--- config.mk ---
export PLATFORM = sky130hd
export DESIGN_NAME = ex_muldiv
export DESIGN_NICKNAME = d
export VERILOG_FILES = /design/src/rtl/muldiv_pkg.sv /design/src/rtl/ex_div_step.sv /design/src/rtl/ex_muldiv.sv
export SDC_FILE = /design/constraint.sdc
export NUM_CORES = 1
export LEC_CHECK = 0
export ABC_CLOCK_PERIOD_IN_PS = 6000
export CAP_MARGIN = 20
export CORE_UTILIZATION = 34
export CTS_BUF_LIST = sky130_fd_sc_hd__clkbuf_8
export CTS_CLUSTER_SIZE = 12
export DETAILED_ROUTE_END_ITERATION = 8
export PLACE_DENSITY_LB_ADDON = 0.12
export SLEW_MARGIN = 15
export SYNTH_ARGS = -nofsm -noshare
export SYNTH_HDL_FRONTEND = slang
export SYNTH_SLANG_ARGS = --single-unit
--- constraint.sdc ---
create_clock -name clk -period 6 [get_ports clk]
set_input_delay 0.6 -clock clk [delete_from_list [all_inputs] [get_ports clk]]
set_output_delay 0.6 -clock clk [all_outputs]
set_load 0.02 [all_outputs]
--- src/rtl/muldiv_pkg.sv ---
`default_nettype none
// +----------------------------------------------------------------------+
// | Module      : muldiv_pkg                                             |
// | Description : Shared encodings for the RV32M EX-stage mul/div unit:  |
// |               funct3 op codes, FSM states and the signed-minimum     |
// |               operand pattern used by the overflow fast path.        |
// | Revision    : 1.0 - initial release                                  |
// +----------------------------------------------------------------------+
package muldiv_pkg;

  // funct3 encodings of the M extension
  typedef enum logic [2:0] {
    MD_MUL    = 3'b000,
    MD_MULH   = 3'b001,
    MD_MULHSU = 3'b010,
    MD_MULHU  = 3'b011,
    MD_DIV    = 3'b100,
    MD_DIVU   = 3'b101,
    MD_REM    = 3'b110,
    MD_REMU   = 3'b111
  } md_op_e;

  // Control FSM states
  typedef enum logic [1:0] {
    S_IDLE = 2'd0,
    S_MUL  = 2'd1,
    S_DIV  = 2'd2,
    S_DONE = 2'd3
  } md_state_e;

  // Most-negative value left-aligned in 64 bits; slice the top XLEN bits
  localparam logic [63:0] MD_SIGNED_MIN64 = 64'h8000_0000_0000_0000;

endpackage
`default_nettype wire

--- src/rtl/ex_div_step.sv ---
`default_nettype none
// +----------------------------------------------------------------------+
// | Module      : ex_div_step                                            |
// | Description : One combinational restoring-division step: shift the  |
// |               next dividend bit into the partial remainder and       |
// |               subtract the divisor if it fits.                       |
// | Revision    : 1.0 - initial release                                  |
// +----------------------------------------------------------------------+
module ex_div_step #(
  parameter int XLEN = 32
) (
  input  logic [XLEN-1:0] rem_i,
  input  logic            dividend_bit_i,
  input  logic [XLEN-1:0] divisor_i,
  output logic [XLEN-1:0] rem_o,
  output logic            quo_bit_o
);

  // rem_i < divisor, so the shifted value fits in XLEN+1 bits and a
  // non-negative difference always fits back in XLEN bits.
  logic [XLEN:0] w_shift;
  logic [XLEN:0] w_diff;

  assign w_shift   = {rem_i, dividend_bit_i};
  assign w_diff    = w_shift - {1'b0, divisor_i};
  assign quo_bit_o = ~w_diff[XLEN];
  assign rem_o     = quo_bit_o ? w_diff[XLEN-1:0] : w_shift[XLEN-1:0];

endmodule
`default_nettype wire

--- src/rtl/ex_muldiv.sv ---
`default_nettype none
// +----------------------------------------------------------------------+
// | Module      : ex_muldiv                                              |
// | Description : Iterative RV32M multiply/divide unit in EX. One bit    |
// |               per cycle shift-add multiply and restoring divide on   |
// |               operand magnitudes, with sign fix-up at completion.    |
// |               Divide-by-zero and signed overflow finish in one cycle.|
// | Config      : define MULDIV_FAST_MUL_EN for a single-cycle           |
// |               combinational multiplier (divide path unchanged).      |
// | Revision    : 1.0 - initial release                                  |
// +----------------------------------------------------------------------+
module ex_muldiv
  import muldiv_pkg::*;
#(
  parameter int XLEN        = 32,
  parameter int RFIDX_WIDTH = 5
) (
  input  logic                   clk,
  input  logic                   rst,
  input  logic                   start,
  input  logic [2:0]             op,
  input  logic [XLEN-1:0]        rs1,
  input  logic [XLEN-1:0]        rs2,
  input  logic [RFIDX_WIDTH-1:0] rd_index,
  input  logic                   kill,
  output logic                   busy,
  output logic                   stall_req,
  output logic                   done,
  output logic [XLEN-1:0]        result,
  output logic [RFIDX_WIDTH-1:0] rd_index_out
);

  localparam int              CW     = $clog2(XLEN) + 1;
  localparam logic [CW-1:0]   C_LAST = CW'(XLEN - 1);
  localparam logic [XLEN-1:0] C_SMIN = MD_SIGNED_MIN64[63 -: XLEN];

  md_state_e              state_q, state_d;
  logic [2:0]             op_q, op_d;
  logic [RFIDX_WIDTH-1:0] rd_q, rd_d;
  logic [XLEN-1:0]        a_q, a_d;       // multiplicand, or dividend shifting into quotient
  logic [XLEN-1:0]        b_q, b_d;       // divisor magnitude
  logic [2*XLEN-1:0]      prod_q, prod_d; // {accumulator, remaining multiplier bits}
  logic [XLEN-1:0]        rem_q, rem_d;
  logic                   neg_q, neg_d;   // final result must be negated
  logic [CW-1:0]          cnt_q, cnt_d;
  logic [XLEN-1:0]        result_q, result_d;
  logic                   busy_q, done_q;

  logic            w_s1_signed, w_s2_signed;
  logic            w_neg1, w_neg2, w_res_neg;
  logic [XLEN-1:0] w_mag1, w_mag2;
  logic            w_div_zero, w_ovf;

  // Decode operand signedness from the incoming funct3
  always_comb begin
    w_s1_signed = 1'b0;
    w_s2_signed = 1'b0;
    case (op)
      MD_MUL, MD_MULH, MD_DIV, MD_REM: begin
        w_s1_signed = 1'b1;
        w_s2_signed = 1'b1;
      end
      MD_MULHSU:                 w_s1_signed = 1'b1;
      MD_MULHU, MD_DIVU, MD_REMU: w_s1_signed = 1'b0;
      default:                   w_s1_signed = 1'b0;
    endcase
  end

  assign w_neg1     = w_s1_signed & rs1[XLEN-1];
  assign w_neg2     = w_s2_signed & rs2[XLEN-1];
  assign w_mag1     = w_neg1 ? -rs1 : rs1;
  assign w_mag2     = w_neg2 ? -rs2 : rs2;
  // Remainder takes the dividend sign; everything else takes the xor
  assign w_res_neg  = (op[2] & op[1]) ? w_neg1 : (w_neg1 ^ w_neg2);
  assign w_div_zero = (rs2 == {XLEN{1'b0}});
  assign w_ovf      = w_s1_signed & op[2] & (rs1 == C_SMIN) & (rs2 == {XLEN{1'b1}});

  // Shift-add step: add multiplicand when the current multiplier bit is set
  logic [XLEN-1:0]   w_addend;
  logic [XLEN:0]     w_mul_acc;
  logic [2*XLEN-1:0] w_prod_nx, w_prod_sgn;
  logic [XLEN-1:0]   w_mul_res;

  assign w_addend   = prod_q[0] ? a_q : {XLEN{1'b0}};
  assign w_mul_acc  = {1'b0, prod_q[2*XLEN-1:XLEN]} + {1'b0, w_addend};
  assign w_prod_nx  = {w_mul_acc, prod_q[XLEN-1:1]};
  assign w_prod_sgn = neg_q ? -w_prod_nx : w_prod_nx;
  assign w_mul_res  = (op_q == MD_MUL) ? w_prod_sgn[XLEN-1:0] : w_prod_sgn[2*XLEN-1:XLEN];

  // Restoring divide step on the MSB of the dividend register
  logic [XLEN-1:0] w_rem_nx, w_quo_nx, w_div_val, w_div_res;
  logic            w_qbit;

  ex_div_step #(.XLEN(XLEN)) u_div_step (
    .rem_i          (rem_q),
    .dividend_bit_i (a_q[XLEN-1]),
    .divisor_i      (b_q),
    .rem_o          (w_rem_nx),
    .quo_bit_o      (w_qbit)
  );

  assign w_quo_nx  = {a_q[XLEN-2:0], w_qbit};
  assign w_div_val = op_q[1] ? w_rem_nx : w_quo_nx;
  assign w_div_res = neg_q ? -w_div_val : w_div_val;

`ifdef MULDIV_FAST_MUL_EN
  logic [2*XLEN-1:0] w_fast_prod, w_fast_sgn;
  logic [XLEN-1:0]   w_fast_res;

  assign w_fast_prod = {{XLEN{1'b0}}, w_mag1} * {{XLEN{1'b0}}, w_mag2};
  assign w_fast_sgn  = w_res_neg ? -w_fast_prod : w_fast_prod;
  assign w_fast_res  = (op == MD_MUL) ? w_fast_sgn[XLEN-1:0] : w_fast_sgn[2*XLEN-1:XLEN];
`endif

  // Next-state, datapath update and result capture
  always_comb begin
    state_d  = state_q;
    op_d     = op_q;
    rd_d     = rd_q;
    a_d      = a_q;
    b_d      = b_q;
    prod_d   = prod_q;
    rem_d    = rem_q;
    neg_d    = neg_q;
    cnt_d    = cnt_q;
    result_d = result_q;
    case (state_q)
      S_IDLE: begin
        if (start && !kill) begin
          op_d   = op;
          rd_d   = rd_index;
          a_d    = w_mag1;
          b_d    = w_mag2;
          neg_d  = w_res_neg;
          cnt_d  = '0;
          rem_d  = '0;
          prod_d = {{XLEN{1'b0}}, w_mag2};
          if (!op[2]) begin
`ifdef MULDIV_FAST_MUL_EN
            state_d  = S_DONE;
            result_d = w_fast_res;
`else
            state_d  = S_MUL;
`endif
          end else if (w_div_zero) begin
            state_d  = S_DONE;
            result_d = op[1] ? rs1 : {XLEN{1'b1}};
          end else if (w_ovf) begin
            state_d  = S_DONE;
            result_d = op[1] ? {XLEN{1'b0}} : rs1;
          end else begin
            state_d  = S_DIV;
          end
        end
      end
      S_MUL: begin
        if (kill) begin
          state_d = S_IDLE;
        end else begin
          prod_d = w_prod_nx;
          cnt_d  = cnt_q + 1'b1;
          if (cnt_q == C_LAST) begin
            state_d  = S_DONE;
            result_d = w_mul_res;
          end
        end
      end
      S_DIV: begin
        if (kill) begin
          state_d = S_IDLE;
        end else begin
          a_d   = w_quo_nx;
          rem_d = w_rem_nx;
          cnt_d = cnt_q + 1'b1;
          if (cnt_q == C_LAST) begin
            state_d  = S_DONE;
            result_d = w_div_res;
          end
        end
      end
      S_DONE:  state_d = S_IDLE;
      default: state_d = S_IDLE;
    endcase
  end

  // State and datapath registers with asynchronous clear
  always_ff @(posedge clk or posedge rst) begin
    if (rst) begin
      state_q  <= S_IDLE;
      op_q     <= '0;
      rd_q     <= '0;
      a_q      <= '0;
      b_q      <= '0;
      prod_q   <= '0;
      rem_q    <= '0;
      neg_q    <= 1'b0;
      cnt_q    <= '0;
      result_q <= '0;
      busy_q   <= 1'b0;
      done_q   <= 1'b0;
    end else begin
      state_q  <= state_d;
      op_q     <= op_d;
      rd_q     <= rd_d;
      a_q      <= a_d;
      b_q      <= b_d;
      prod_q   <= prod_d;
      rem_q    <= rem_d;
      neg_q    <= neg_d;
      cnt_q    <= cnt_d;
      result_q <= result_d;
      busy_q   <= (state_d == S_MUL) || (state_d == S_DIV);
      done_q   <= (state_d == S_DONE);
    end
  end

  assign stall_req    = (start && (state_q == S_IDLE) && !kill) ||
                        (state_q == S_MUL) || (state_q == S_DIV);
  assign busy         = busy_q;
  assign done         = done_q;
  assign result       = result_q;
  assign rd_index_out = rd_q;

endmodule
`default_nettype wire
======== After elaboration in Yosys (flattened, before gate mapping) ========
Cells that the tools add are included.
cells by class
  equal/unequal tests ..................... 24
  $add $sub $neg .......................... 7
  multiplexer cells ....................... 41
  bitwise gates (word level) .............. 8
  reductions and logical operators ........ 24
operators by type and width
  operator              number
  $mux 32               21
  $mux 64               3
  $pmux 32 s2           2
  $pmux 64 s2           1
  $neg 32->32           3
  $pmux 32 s3           1
  $eq 32x32->1 const B  2
  $neg 64->64           1
  $add 32x32->33        1
  $sub 33x32->33        1
  $logic_not 32->1      1
  $ne 2x2->1 const B    7
  $eq 3x3->1 const B    4
  $mux 6                2
  $pmux 6 s2            1
  $reduce_and 3->1      3
  $eq 2x2->1 const B    4
  $mux 2                4
  $reduce_and 8->1      1
  $add 6x1->6 const B   1
  $and 1x1->1           6
  $eq 3x2->1 const B    2
  $eq 6x5->1 const B    1
  $logic_not 3->1       2
  other kinds (19)      29
storage, ports and cells
  logic and storage cells ................. 116
  output and inout bits ................... 40
  register bits after elaboration ......... 211
  bits of input ports ..................... 76

======== Depth between registers and ports, before layout ========
  word-level depth ........................ 13
  mapped depth ............................ 23
  gate-level depth less buffers ........... 20

======== Modules after synthesis ========
From an unflattened synthesis, not the netlist that was laid out.
second synthesis, totals
  cell total of the unflattened synthesis .. 2438
  area total of the unflattened synthesis .. 19064.5 sq um
by module, submodules not included
  module       area each (sq um)  instances  cells each  sequential area each (sq um)
  ex_muldiv    16706.0            1          2133        5280.1
  ex_div_step  2358.5             1          305         0.0

======== Worst setup path before layout ========
OpenSTA, ideal clock, no wires.
  path type ............................... reg-to-reg
  start ................................... reg a_q[31]
  end ..................................... reg result_q[26] (netlist: result[26])
  data arrival time ....................... 4.949 ns
  stages on the path, launching flop included .. 23
  slack ................................... 0.924 ns
  library setup time ...................... 0.126 ns
  path buffers ............................ 3
  clock period less this slack ............ 5.076 ns
  data required time ...................... 5.874 ns
  path through ............................ dfrtp_1 -> inv_1 -> ha_1 -> fa_1 -> nand2b_1 -> a21oi_1 -> nor2_1 -> o21ai_1 -> a41oi_2 -> xor2_2 -> clkbuf_1 -> buf_1 -> o21ai_0 -> mux2i_1 -> ha_1 -> inv_1 -> a21oi_1 -> o2111ai_1 -> or3b_1 -> clkbuf_1 -> o41ai_2 -> xor2_1 -> o22ai_1
on the way
  cells in the longest elaborated chain, start to end .. 8
  elaborated cells between the ends (all ways) .. 9
  classes of those cells .................. 2 x add/sub; 6 x mux; 1 x bitwise
RTL lines
  what                                  RTL line                              RTL
  from (decl)                           ex_muldiv.sv:40                       logic [XLEN-1:0] a_q, a_d;
  from (signal assigned)                ex_muldiv.sv:192                      a_q <= '0;
  from (signal assigned)                ex_muldiv.sv:205                      a_q <= a_d;
  $sub 33x32->33                        ex_div_step.sv:25                     assign w_diff = w_shift - {1'b0, divisor_i};
  $mux 32 or $not 1->1 (tied branches)  ex_div_step.sv:27, ex_div_step.sv:26
  $mux 32 (*)                           ex_muldiv.sv:103                      assign w_div_val = op_q[1] ? w_rem_nx : w_quo_nx;
  $neg 32->32                           ex_muldiv.sv:104                      assign w_div_res = neg_q ? -w_div_val : w_div_val;
  $mux 32 (*)                           ex_muldiv.sv:104
  $mux 32 (*)                           ex_muldiv.sv:175                      if (cnt_q == C_LAST) begin
  $mux 32 (*)                           ex_muldiv.sv:169                      if (kill) begin
  $pmux 32 s3 (*)                       ex_muldiv.sv:127                      case (state_q)
  to (signal assigned)                  ex_muldiv.sv:211                      result_q <= result_d;
  to (decl)                             ex_muldiv.sv:46                       logic [XLEN-1:0] result_q, result_d;
Every way passes the cells marked *; elsewhere a longest branch is shown, timed or not. The select of a mux whose other input is x is not followed.
A chain may end at the register's enable or synchronous reset.

======== Final worst setup path ========
Same ends and word-level chain as after synthesis.

==> summary.md <==
| Metric | Value |
|---|---|
| Yosys cell types | 92 |
| Die width | 239 µm |
| Number of antenna diodes | 0 |
| Clock share of power | 15.2% |
| Seq/Total Area, Yosys | 27.6% |
| Seq cells post-synth | 211 |
| GP Congestion | 0.980 |
| Clock tree sinks | 211 |
| XOR/XNOR share of the synthesized area | 6.82% |
| Leakage power | 9.03 nW |
| Count of final setup violators | 0 |
| Vias in the first global route | 18700 |
| Slew of the pin with the lowest slew margin | 1.18 ns |
| Placed Area | 21000 µm² |
| Compound-Gate Fraction of Synth Area | 26.8% |
| Number of synthesized flops with an enable pin | 0 |
| Mean routed wirelength per cell | 25.1 µm |
| Skew final | 0.0286 ns |
| Post_cts resized | 0 |
| TritonCTS Buffers | 47 |
| Max frequency | 0.183 GHz |
| RSZ-0062 raised after global routing | false |
| Routed wl met2 | 35.5 mm |
| Tmin final | 5.48 ns |
| CTS tree | yes |
| DR pass1 iterations | 6 |
| Worst min path class | reg -> reg |
| Initial antenna violation count | 2 |
| Status | completed |
| Worst R2R Setup Slack | 0.52 ns |
| Relative slew slack | 21.0% |
| CP Launch Type | flip-flop |
| Post-route ant nets | 0 |
| # IOs | 116 |
| Simple-gate share of the synthesized area | 23.6% |
| Ys async rst share | 100% |
| Slowest CP cell | or3b_1 |
| Critical Path AT | 5.98 ns |
| Combinational power share | 62.6% |
| Adder-Cell Fraction of Synth Area | 6.16% |
| Storage element area | 5280 µm² |
| CP Max Fanout | 11 |
| CTS H-tree lvls | 2 |
| Post-Syn Area per Cell | 7.58 µm² |
| Die ar. | 57200 µm² |
| Mux cell area share after synthesis | 4.16% |
| Syn Nets | 2675 |
| Slew Limit Fails | 0 |
| Tcrit/Tclk final | 91.3% |
| Area growth from synthesis to layout | 15.7% |
| Setup crit end kind | flip-flop |
| Max cap viols | 0 |
| Setup TNS | 0 ns |
| Int Power | 5.89 mW |
| Fill count | 5818 |
| First-pass GRT wire length | 124 mm |
| Yosys warning count | 0 |
| Switching power total | 6.84 mW |
| Post-CTS setup buffer count | 0 |
| Cts hold-fix bufs | 0 |
| Sw Ratio | 53.7% |
| Pre-CTS setup slack | 0.695 ns |
| WL met3 | 7.37 mm |
| DR vias/cell | 5.93 |
| Share of the synthesized area in the top cell type | 27.6% |
| Core area | 55300 µm² |
| Final hold slack | 0.478 ns |
| Sequential power share | 22.2% |
| Worst stage delay on the critical path | 0.54 ns |
| GRT Util Overall | 29.1% |
| Rows | 86 |
| Largest net degree at the start of global routing | 89 |
| Synth Flop Type | dfrtp_1 |
| Setup crit start | a_q[31] |
| VDD IR-drop max | 273 µV |
| Root buf cell | clkbuf_8 |
| Final worst slack | 0.523 ns |
| Fin. Hold Viols | 0 |
| Area occupied by multi-input gates | 13000 µm² |
| Dpl hpwl | 65.0 mm |
| Mapped cell area | 19100 µm² |
| Fin nets | 2733 |
| Share of cells above drive strength 1 | 7.91% |
| Synth area leader | dfrtp_1 |
| WP data required | 6.50 ns |
| I/O Buffers | 115 |
| Met1 WL | 38.4 mm |
| FF-to-FF Start | a_q[31] |
| PwrDens | 575 nW/µm² |
| Worst setup path end | result[26] |
| Vert. Die Dim | 239 µm |
| Worst skew pair latency | 0.64 ns |
| First-iteration detailed-routing DRC count | 2309 |
| Vias | 19900 |
| Total grt overflow | 0 |
| Crit Reg-Reg Endpoint | result[26] |
| Synth top area cells | dfrtp_1 28%, o21ai_0 6.9%, a21oi_1 6.2%, nand2_1 5.2%, ha_1 4.9% |
| Initial Utilization | 34.6% |
| Critical-path cell list | inv_1 -> ha_1 -> fa_1 -> nand2b_1 -> a21oi_1 -> nor2_1 -> o21ai_1 -> a41oi_2 -> xor2_2 -> buf_4 -> nand2_1 -> o21ai_0 -> mux2i_1 -> ha_1 -> inv_1 -> a21oi_1 -> o2111ai_1 -> buf_4 -> or3b_1 -> o41ai_2 -> xor2_1 -> o22ai_1 |
| Setup CP Type | reg -> reg |
| Max clock buf depth | 3 |
| # DRC | 0 |
| Worst-path clk slew | 0.06 ns |
| Top Metal Used | met5 |
| Post-Layout Inst Area | 22100 µm² |
| Reg2Reg Depth | 22 |
| Gate Count Post-Synth | 2522 |
| Main combinational cell family by area after synthesis | compound AO/OA/AOI/OAI gates |
| Routed WL | 84.4 mm |
[layer usage]
layer / track usage, % / vias to the layer above
met5: 0 / -
met4: 11.0 / 2
met3: 6.23 / 140
met2: 42.9 / 856
met1: 41.4 / 9615
li1: - / 9325
[sequential cells by signal (all words and copies together), names as in the netlist, 2 cells and up]
name	flops
rd_index_out	5
prod_q	64
result	32
cnt_q	6
rem_q	32
op_q	3
b_q	32
a_q	32
state_q	2
[logic make-up (layout without fill, tap and decap cells)]
kind of cell	after synthesis	in the layout
AO/OA/AOI/OAI	825	825
XOR/XNOR	148	148
adder cells (fa/ha/maj)	97	97
buffers and inverters	242	337
flip-flops	211	211
multiplexers	76	76
AND/OR/NAND/NOR	923	923
[synth_stat cells, types with 8 or more instances]
library cell,n
a211oi_1,29
a21o_1,39
a21oi_1,236
a31oi_1,30
and2_1,50
and3_1,21
and4_1,9
buf_1,10
buf_2,9
clkbuf_1,136
dfrtp_1,211
ha_1,75
inv_1,83
maj3_1,20
mux2_2,28
mux2i_1,48
nand2_1,266
nand2b_1,13
nand3_1,104
nand4_1,30
nor2_1,220
nor2b_1,8
nor3_1,70
nor3b_1,9
nor4_1,22
o211ai_1,28
o21a_1,18
o21ai_0,262
o21ai_1,9
o21bai_1,9
o221ai_1,12
o22ai_1,8
o31ai_1,38
o41ai_1,10
or2_2,18
or3_1,36
or4_1,20
xnor2_1,87
xor2_1,60
[per-stage QoR]
step / cells / utilization (%) / power, mW
2_1_floorplan: 2522 / - / 7.74
3_3_place_gp: 3279 / 38.0 / 10.6
3_5_place_dp: 3279 / 38.0 / 10.6
4_1_cts: 3365 / 40.0 / 12.6
5_1_grt: 3365 / 40.0 / 13.5
6_report: 3365 / 40.0 / 12.7
[worst min-delay path by stage]
stage | slack (ns) | startpoint | to | cells past startpoint
2_1_floorplan | 0.45 | b_q[10] | b_q[10] | 2
3_3_place_gp | 0.46 | rd_index_out[4] | rd_index_out[4] | 2
3_5_place_dp | 0.46 | rd_index_out[2] | rd_index_out[2] | 2
4_1_cts | 0.44 | rd_index[2] | rd_index_out[2] | 3
5_1_grt | 0.48 | rd_index[2] | rd_index_out[2] | 3
6_report | 0.48 | b_q[10] | b_q[10] | 2
[critical path, delay by kind of cell (launching register included)]
| kind | cells | cell delay [ns] |
|---|---|---|
| AOI/OAI and AO/OA | 8 | 2.03 |
| DFF | 1 | 0.41 |
| xor gates and xnor gates | 2 | 0.45 |
| adders and majority gates | 3 | 0.78 |
| buffers and inverters | 4 | 0.54 |
| and+or+nand+nor | 4 | 0.90 |
| muxes | 1 | 0.21 |
[layout make-up]
| class | instances | area share, % |
|---|---|---|
| Multi-Input combinational cell | 2069 | 58.5 |
| Tap cell | 748 | 4.23 |
| Timing Repair Buffer | 167 | 6.96 |
| Clock buffer | 63 | 3.92 |
| Sequential cell | 211 | 23.9 |
| Clock inverter | 23 | 1.05 |
| Inverter | 84 | 1.44 |
[layout by cell type, fill, tap and decap left out, types with 35 or more instances in the layout]
cell	instances
clkdlybuf4s50_1	115
a21oi_1	236
o31ai_1	38
mux2i_1	48
dfrtp_1	209
xor2_1	60
inv_1	94
xnor2_1	86
nor3_1	68
or3_1	35
a21o_1	39
nand3_1	104
buf_4	52
o21ai_0	262
nand2_1	265
nor2_1	219
and2_1	50
clkbuf_8	63
ha_1	74
[power groups by stage]
stage | combinational, mW | sequential [mW] | clock (mW)
2_1_floorplan | 5.22 | 2.52 | 0
3_3_place_gp | 7.76 | 2.80 | 0
3_5_place_dp | 7.81 | 2.81 | 0
4_1_cts | 7.84 | 2.79 | 1.97
5_1_grt | 8.60 | 2.87 | 2.03
6_report | 7.97 | 2.82 | 1.94
Power figures use the tool's default switching activity.
